`config.mk`:
```
export PLATFORM = sky130hd
export DESIGN_NAME = asteroid_spawner
export DESIGN_NICKNAME = d
export VERILOG_FILES = /design/src/rtl/asteroid_spawner_pkg.sv /design/src/rtl/asteroid_spawner_slot.sv /design/src/rtl/asteroid_spawner.sv
export SDC_FILE = /design/constraint.sdc
export NUM_CORES = 1
export LEC_CHECK = 0
export CORE_MARGIN = 3
export CORE_UTILIZATION = 35
export CTS_CLUSTER_DIAMETER = 50
export DETAILED_ROUTE_END_ITERATION = 7
export DONT_BUFFER_PORTS = 1
export HOLD_SLACK_MARGIN = 0.06
export PLACE_DENSITY_LB_ADDON = 0.12
export SYNTH_ARGS = -nofsm -noshare
export SYNTH_HDL_FRONTEND = slang
export SYNTH_SLANG_ARGS = --single-unit
```
`constraint.sdc`:
```
create_clock -name game_clk -period 6 [get_ports game_clk]
set_input_delay 1.2 -clock game_clk [delete_from_list [all_inputs] [get_ports game_clk]]
set_output_delay 1.2 -clock game_clk [all_outputs]
set_load 0.01 [all_outputs]
```
`src/rtl/asteroid_spawner_pkg.sv`:
```
// Shared game definitions: state encodings, screen geometry and spawn x wrapping.
package asteroid_spawner_pkg;

    typedef enum logic [1:0] {
        ST_IDLE      = 2'b00,
        ST_OPENING   = 2'b01,
        ST_RUNNING   = 2'b10,
        ST_GAME_OVER = 2'b11
    } game_state_e;

    localparam int SCREEN_W = 640;
    localparam int SCREEN_H = 480;
    localparam int AST_SIZE = 32;
    localparam int X_SPAN   = SCREEN_W - AST_SIZE;

    // Fold a raw 10-bit random value into 0..X_SPAN-1; 1023 - X_SPAN < X_SPAN so one subtract is enough
    function automatic logic [9:0] wrapSpawnX(input logic [9:0] xRaw);
        logic [9:0] result;
        result = xRaw;
        if (xRaw >= 10'(X_SPAN)) begin
            result = xRaw - 10'(X_SPAN);
        end
        return result;
    endfunction

endpackage

```
`src/rtl/asteroid_spawner_slot.sv`:
```
// One asteroid slot: position, fall speed and live flag, with a retire pulse when it leaves the screen.
module asteroid_spawner_slot
    import asteroid_spawner_pkg::*;
(
    input  logic       game_clk,
    input  logic       rst,
    input  logic       clear_i,
    input  logic       step_i,
    input  logic       load_i,
    input  logic [9:0] loadX_i,
    input  logic [2:0] loadSpeed_i,
    output logic       active_o,
    output logic [9:0] x_o,
    output logic [9:0] y_o,
    output logic       retire_o
);

    logic        active_q;
    logic [9:0]  x_q;
    logic [9:0]  y_q;
    logic [2:0]  speed_q;
    logic [10:0] nextY;

    assign nextY    = {1'b0, y_q} + {8'd0, speed_q};
    assign retire_o = active_q && step_i && (nextY >= 11'(SCREEN_H));
    assign active_o = active_q;
    assign x_o      = x_q;
    assign y_o      = y_q;

    // Clear wins, then a fresh spawn, otherwise a live asteroid falls or retires off the bottom
    always_ff @(posedge game_clk) begin
        if (rst || clear_i) begin
            active_q <= 1'b0;
            x_q      <= '0;
            y_q      <= '0;
            speed_q  <= '0;
        end else if (load_i) begin
            active_q <= 1'b1;
            x_q      <= loadX_i;
            y_q      <= '0;
            speed_q  <= loadSpeed_i;
        end else if (step_i && active_q) begin
            if (retire_o) begin
                active_q <= 1'b0;
            end else begin
                y_q <= nextY[9:0];
            end
        end
    end

endmodule

```
`src/rtl/asteroid_spawner.sv`:
```
// Asteroid field owner: spawn timer, free-slot pick, per-frame motion and the dodged counter.
module asteroid_spawner
    import asteroid_spawner_pkg::*;
#(
    parameter int NUM_AST      = 8,
    parameter int SPAWN_PERIOD = 30
) (
    input  logic                  game_clk,
    input  logic                  rst,
    input  logic [1:0]            game_state_w,
    input  logic [31:0]           random_number,
    output logic [NUM_AST-1:0]    ast_active,
    output logic [NUM_AST*10-1:0] ast_x,
    output logic [NUM_AST*10-1:0] ast_y,
    output logic                  spawn_pulse,
    output logic [15:0]           dodged_count
);

    localparam int TIMER_W = (SPAWN_PERIOD > 1) ? $clog2(SPAWN_PERIOD) : 1;
    localparam int CNT_W   = $clog2(NUM_AST + 1);
    localparam logic [TIMER_W-1:0] RELOAD = TIMER_W'(SPAWN_PERIOD - 1);

    game_state_e        state;
    game_state_e        prevState_q;
    logic [TIMER_W-1:0] spawnTimer_q;
    logic [TIMER_W-1:0] spawnTimer_d;
    logic [15:0]        dodgedCount_q;
    logic [15:0]        dodgedCount_d;
    logic               spawnPulse_q;

    logic               running;
    logic               entry;
    logic               clearAll;
    logic               stepAll;
    logic               spawnAttempt;
    logic               freeFound;
    logic [NUM_AST-1:0] freeOneHot;
    logic [NUM_AST-1:0] loadVec;
    logic [NUM_AST-1:0] retireVec;
    logic [CNT_W-1:0]   retireCount;
    logic [16:0]        dodgedSum;
    logic [9:0]         spawnX;
    logic [2:0]         spawnSpeed;
    logic               unusedRandomBits;

    assign state    = game_state_e'(game_state_w);
    assign running  = (state == ST_RUNNING);
    assign entry    = running && (prevState_q != ST_RUNNING);
    assign clearAll = (state == ST_IDLE) || (state == ST_OPENING) || entry;
    assign stepAll  = running && !entry;
    assign spawnAttempt = stepAll && (spawnTimer_q == '0);
    assign loadVec  = freeOneHot & {NUM_AST{spawnAttempt}};

    assign spawnX     = wrapSpawnX(random_number[9:0]);
    assign spawnSpeed = {1'b0, random_number[17:16]} + 3'd1;
    assign unusedRandomBits = ^{random_number[31:18], random_number[15:10]};

    // Lowest-index free slot, judged on the live flags before this frame's retirements
    always_comb begin
        freeFound  = 1'b0;
        freeOneHot = '0;
        for (int i = 0; i < NUM_AST; i++) begin
            if (!ast_active[i] && !freeFound) begin
                freeFound     = 1'b1;
                freeOneHot[i] = 1'b1;
            end
        end
    end

    // Count asteroids leaving the screen this frame and fold them into the saturating total
    always_comb begin
        retireCount = '0;
        for (int i = 0; i < NUM_AST; i++) begin
            retireCount = retireCount + CNT_W'(retireVec[i]);
        end
        dodgedSum     = {1'b0, dodgedCount_q} + 17'(retireCount);
        dodgedCount_d = dodgedSum[16] ? 16'hFFFF : dodgedSum[15:0];
        spawnTimer_d  = spawnAttempt ? RELOAD : (spawnTimer_q - TIMER_W'(1));
    end

    // Frame-level bookkeeping: clears in menus and on entry, advances while running, freezes on game over
    always_ff @(posedge game_clk) begin
        if (rst) begin
            prevState_q   <= ST_IDLE;
            spawnTimer_q  <= RELOAD;
            dodgedCount_q <= '0;
            spawnPulse_q  <= 1'b0;
        end else begin
            prevState_q <= state;
            if (clearAll) begin
                spawnTimer_q  <= RELOAD;
                dodgedCount_q <= '0;
                spawnPulse_q  <= 1'b0;
            end else if (stepAll) begin
                spawnTimer_q  <= spawnTimer_d;
                dodgedCount_q <= dodgedCount_d;
                spawnPulse_q  <= spawnAttempt && freeFound;
            end else begin
                spawnPulse_q <= 1'b0;
            end
        end
    end

    assign spawn_pulse  = spawnPulse_q;
    assign dodged_count = dodgedCount_q;

    for (genvar i = 0; i < NUM_AST; i++) begin : gen_slot
        asteroid_spawner_slot u_slot (
            .game_clk    (game_clk),
            .rst         (rst),
            .clear_i     (clearAll),
            .step_i      (stepAll),
            .load_i      (loadVec[i]),
            .loadX_i     (spawnX),
            .loadSpeed_i (spawnSpeed),
            .active_o    (ast_active[i]),
            .x_o         (ast_x[10*i +: 10]),
            .y_o         (ast_y[10*i +: 10]),
            .retire_o    (retireVec[i])
        );
    end

endmodule

```
==> flow_summary.json <==
{
  "diodes": 0,
  "die_w_um": 179,
  "layout-drive-gt1-share": 0.0888,
  "start_util": 0.360,
  "maxSlewViolCount": 0,
  "wl_um": 32100,
  "fin_setup_tns_ps": 0,
  "worstMarginPinSlew_ps": 949,
  "avgSynthCellArea_um2": 8.29,
  "cp_data_arrival_time_ps": 6060,
  "clkLatencyLatePin_ps": 510,
  "worstPathMaxFanout": 5,
  "core_region_area_mm2": 0.0291,
  "reg2regPathDepth": 23,
  "rr_startpoint": "gen_slot[2].u_slot.y_o[0]$_SDFFE_PP0P_",
  "ant_nets": 0,
  "cp_slowest_cell": "fa_1",
  "hpwl_um": 22500,
  "ir_drop_v": 0.000210,
  "design.die.area_mm2": 0.0320,
  "finalPower_w": 0.00378,
  "overflow": 0,
  "timing.slew.headroom": 0.367,
  "root_buffer": "clkbuf_16",
  "synth_flop_cell": "dfxtp_1",
  "ios": 221,
  "cp.required_ps": 6370,
  "hold_violations": 0,
  "async_flop_share": 0,
  "grt_antenna_before_repair": 0,
  "numPortBuffers": 0,
  "final.min_clock_period_ps": 5700,
  "grt_pass1_vias": 8469,
  "worstReg2RegEnd": "dodged_count[8]$_SDFFE_PP0P_",
  "gp_congestion": 0.833,
  "nets": 1338,
  "cts_inserted_buffers": 36,
  "grt_pass1_wl_um": 50100,
  "min_path_type": "flip-flop to flip-flop",
  "drcViolationCount": 0,
  "post_cts_buffers": 0,
  "layout_commonest_cell": "nand2_1",
  "yosysSeqAreaShare": 0.413,
  "wire_per_inst_um": 19.2,
  "rows": 62,
  "mostFrequentLayoutCells": "235 x nand2_1, 216 x dfxtp_1, 168 x a21oi_1, 68 x nor2_1, 54 x o21ai_0",
  "worstPathCellList": "ha_1, fa_1, a21oi_2, a2111oi_0, nor4_1, o32a_2, nor2_2, fa_1, inv_1, fa_1, inv_1, fa_1, fa_1, inv_1, fa_1, nor2b_1, o21ai_0, buf_4, a21oi_1, buf_4, and3_1, xnor2_1, a21oi_1",
  "worst-path-buf-inv": 5,
  "path_clk_slew_ps": 50,
  "rsz0062_at_grt": "no",
  "grt_max_degree": 58,
  "max_freq_mhz": 175,
  "area_growth_syn_to_layout_pct": 15.9,
  "netlist_area_mm2": 0.0105,
  "leakage_nw": 4.09,
  "syn_inst": 1262,
  "dr.pass1.iters": 5,
  "syn_nets": 1344,
  "cts_tree": "done",
  "power.density_mw_per_mm2": 311,
  "dr_total_vias": 8991,
  "synth_cell_types": 71,
  "crit_start": "gen_slot[2].u_slot.y_o[0]$_SDFFE_PP0P_",
  "yosysWarnings": 0,
  "nFillCells": 2941,
  "worstSetupPathDepth": 23,
  "clockBufferDepth": 3,
  "slowest_delay_ps": 530,
  "setup_viol": 0,
  "die_h_um": 179,
  "endpoint": "dodged_count[8]$_SDFFE_PP0P_",
  "cts.sinks": 216,
  "maxCapViolCount": 0,
  "path_delay_family": "adder cells",
  "ys_ff_latch": 216,
  "endpoint_kind": "flip-flop",
  "outcome": "completed",
  "synth_edf_count": 0,
  "cts_max_level": 2,
  "drt_iter0_markers": 570,
  "start_kind": "flip-flop",
  "r2r_slack_ps": 300,
  "criticalPathCategory": "flip-flop to flip-flop",
  "fin_worst_skew_ps": 15.2,
  "fin_crit_sh": 0.950,
  "cpMostUsedCell": "fa_1",
  "groute.usage.overall": 0.198,
  "via_per_inst": 5.39
}
[metrics by stage]
step           std cells  hold slack (ps)   util  instance area [µm²]  setup slack [ps]
5_1_grt             1668              486  0.417                12100              14.1
2_1_floorplan       1262              440      -                10500               484
3_3_place_gp        1602              450  0.371                10800               219
4_1_cts             1668              462  0.416                12100               153
6_report            1668              458  0.417                12100               301
3_5_place_dp        1602              454  0.371                10800               186
[layer usage]
metal  vias up  track usage  share of wire
li1       4507            -              -
met1      4177        0.269           0.45
met2       256        0.291           0.43
met3        51       0.0824           0.11
met4         0       0.0506          0.019
met5         -            0              0
[worst reg2reg max path, delay by kind of cell, from the launching register on]
kind / cells / cell delay, ps
AO/OA/AOI/OAI: 6 / 930
XOR/XNOR: 1 / 120
adder cells (fa/ha/maj): 7 / 2900
buffers and inverters: 5 / 520
flip-flops: 1 / 310
AND/OR/NAND/NOR: 4 / 800
[kinds of logic after synthesis]
| family | after synthesis | synth area share |
|---|---|---|
| AND/OR/NAND/NOR | 514 | 0.239 |
| flip-flops | 216 | 0.413 |
| adder cells (fa/ha/maj) | 46 | 0.0643 |
| buffers and inverters | 96 | 0.0424 |
| AO/OA/AOI/OAI | 347 | 0.203 |
| XOR/XNOR | 27 | 0.0226 |
| multiplexers | 16 | 0.0153 |
[registers in the layout, indices dropped and copies added, names as in the netlist]
register                  cells
spawnTimer_q                  5
gen_slot.u_slot.active_o      8
gen_slot.u_slot.x_o          80
gen_slot.u_slot.speed_q      24
dodged_count                 16
spawn_pulse                   1
gen_slot.u_slot.y_o          80
prevState_q                   2
[synth_stat cells (4+ instances only)]
| cell type | number | area [µm²] |
|---|---|---|
| nand4b_1 | 5 | 43.8 |
| and2_1 | 5 | 31.3 |
| o21ai_0 | 55 | 275 |
| and3_1 | 17 | 106 |
| nor3_1 | 14 | 70.1 |
| a31oi_1 | 7 | 43.8 |
| a211oi_1 | 35 | 263 |
| or2_2 | 11 | 68.8 |
| a221o_1 | 4 | 40.0 |
| dfxtp_1 | 216 | 4320 |
| nand2b_1 | 19 | 119 |
| or3_1 | 26 | 163 |
| a21o_1 | 11 | 82.6 |
| nor2_1 | 69 | 259 |
| inv_1 | 32 | 120 |
| o211ai_1 | 7 | 52.6 |
| xor2_1 | 13 | 114 |
| nand2_1 | 235 | 882 |
| ha_1 | 33 | 413 |
| and4_1 | 8 | 70.1 |
| nor2b_1 | 8 | 50.1 |
| or4_1 | 13 | 97.6 |
| a21oi_1 | 171 | 856 |
| and4b_1 | 4 | 40.0 |
| mux2i_1 | 16 | 160 |
| o31ai_1 | 14 | 105 |
| nand3_1 | 39 | 195 |
| nor3b_1 | 4 | 30.0 |
| nor4_1 | 7 | 43.8 |
| nand4_1 | 16 | 100 |
| o21a_1 | 9 | 67.6 |
| xnor2_1 | 14 | 123 |
| buf_2 | 10 | 50.1 |
| fa_1 | 13 | 260 |
| buf_4 | 17 | 128 |
| clkbuf_1 | 33 | 124 |
[worst min-delay path by stage]
stage | from | end | slack, ps | depth (start not counted)
floorplan | gen_slot[0].u_slot.speed_q[2]$_SDFFE_PP0P_ | gen_slot[0].u_slot.speed_q[2]$_SDFFE_PP0P_ | 440 | 2
finish | gen_slot[7].u_slot.speed_q[2]$_SDFFE_PP0P_ | gen_slot[7].u_slot.speed_q[2]$_SDFFE_PP0P_ | 460 | 2
global placement | gen_slot[7].u_slot.speed_q[2]$_SDFFE_PP0P_ | gen_slot[7].u_slot.speed_q[2]$_SDFFE_PP0P_ | 450 | 2
detailed placement | gen_slot[7].u_slot.speed_q[2]$_SDFFE_PP0P_ | gen_slot[7].u_slot.speed_q[2]$_SDFFE_PP0P_ | 450 | 2
global route | gen_slot[7].u_slot.speed_q[2]$_SDFFE_PP0P_ | gen_slot[7].u_slot.speed_q[2]$_SDFFE_PP0P_ | 490 | 2
CTS | gen_slot[7].u_slot.speed_q[2]$_SDFFE_PP0P_ | gen_slot[7].u_slot.speed_q[2]$_SDFFE_PP0P_ | 460 | 2
[report_power, final]
part | internal (W) | switching [W] | total (W) | leakage, nW
combinational | 0.0000131 | 0.0000484 | 0.0000615 | 1.72
clock | 0.00154 | 0.000742 | 0.00228 | 0.637
sequential | 0.00144 | 0.000000820 | 0.00144 | 1.74
[what timing repair did]
item,in CTS,in global routing
hold endpoints to repair,0,0
hold buffers,0,0
setup endpoints to repair,0,14
gates resized for setup,0,6
[area by class of cell]
class	instances	area, µm²	area share
clock buffers	48	1010	0.0830
clock inverters	18	324	0.0267
flip-flops and latches	216	4320	0.356
inverters	32	120	0.00990
well taps	384	480	0.0396
repair buffers	20	150	0.0124
multi-input cells	950	5730	0.472
No activity file was read; power rests on OpenSTA's default activity.
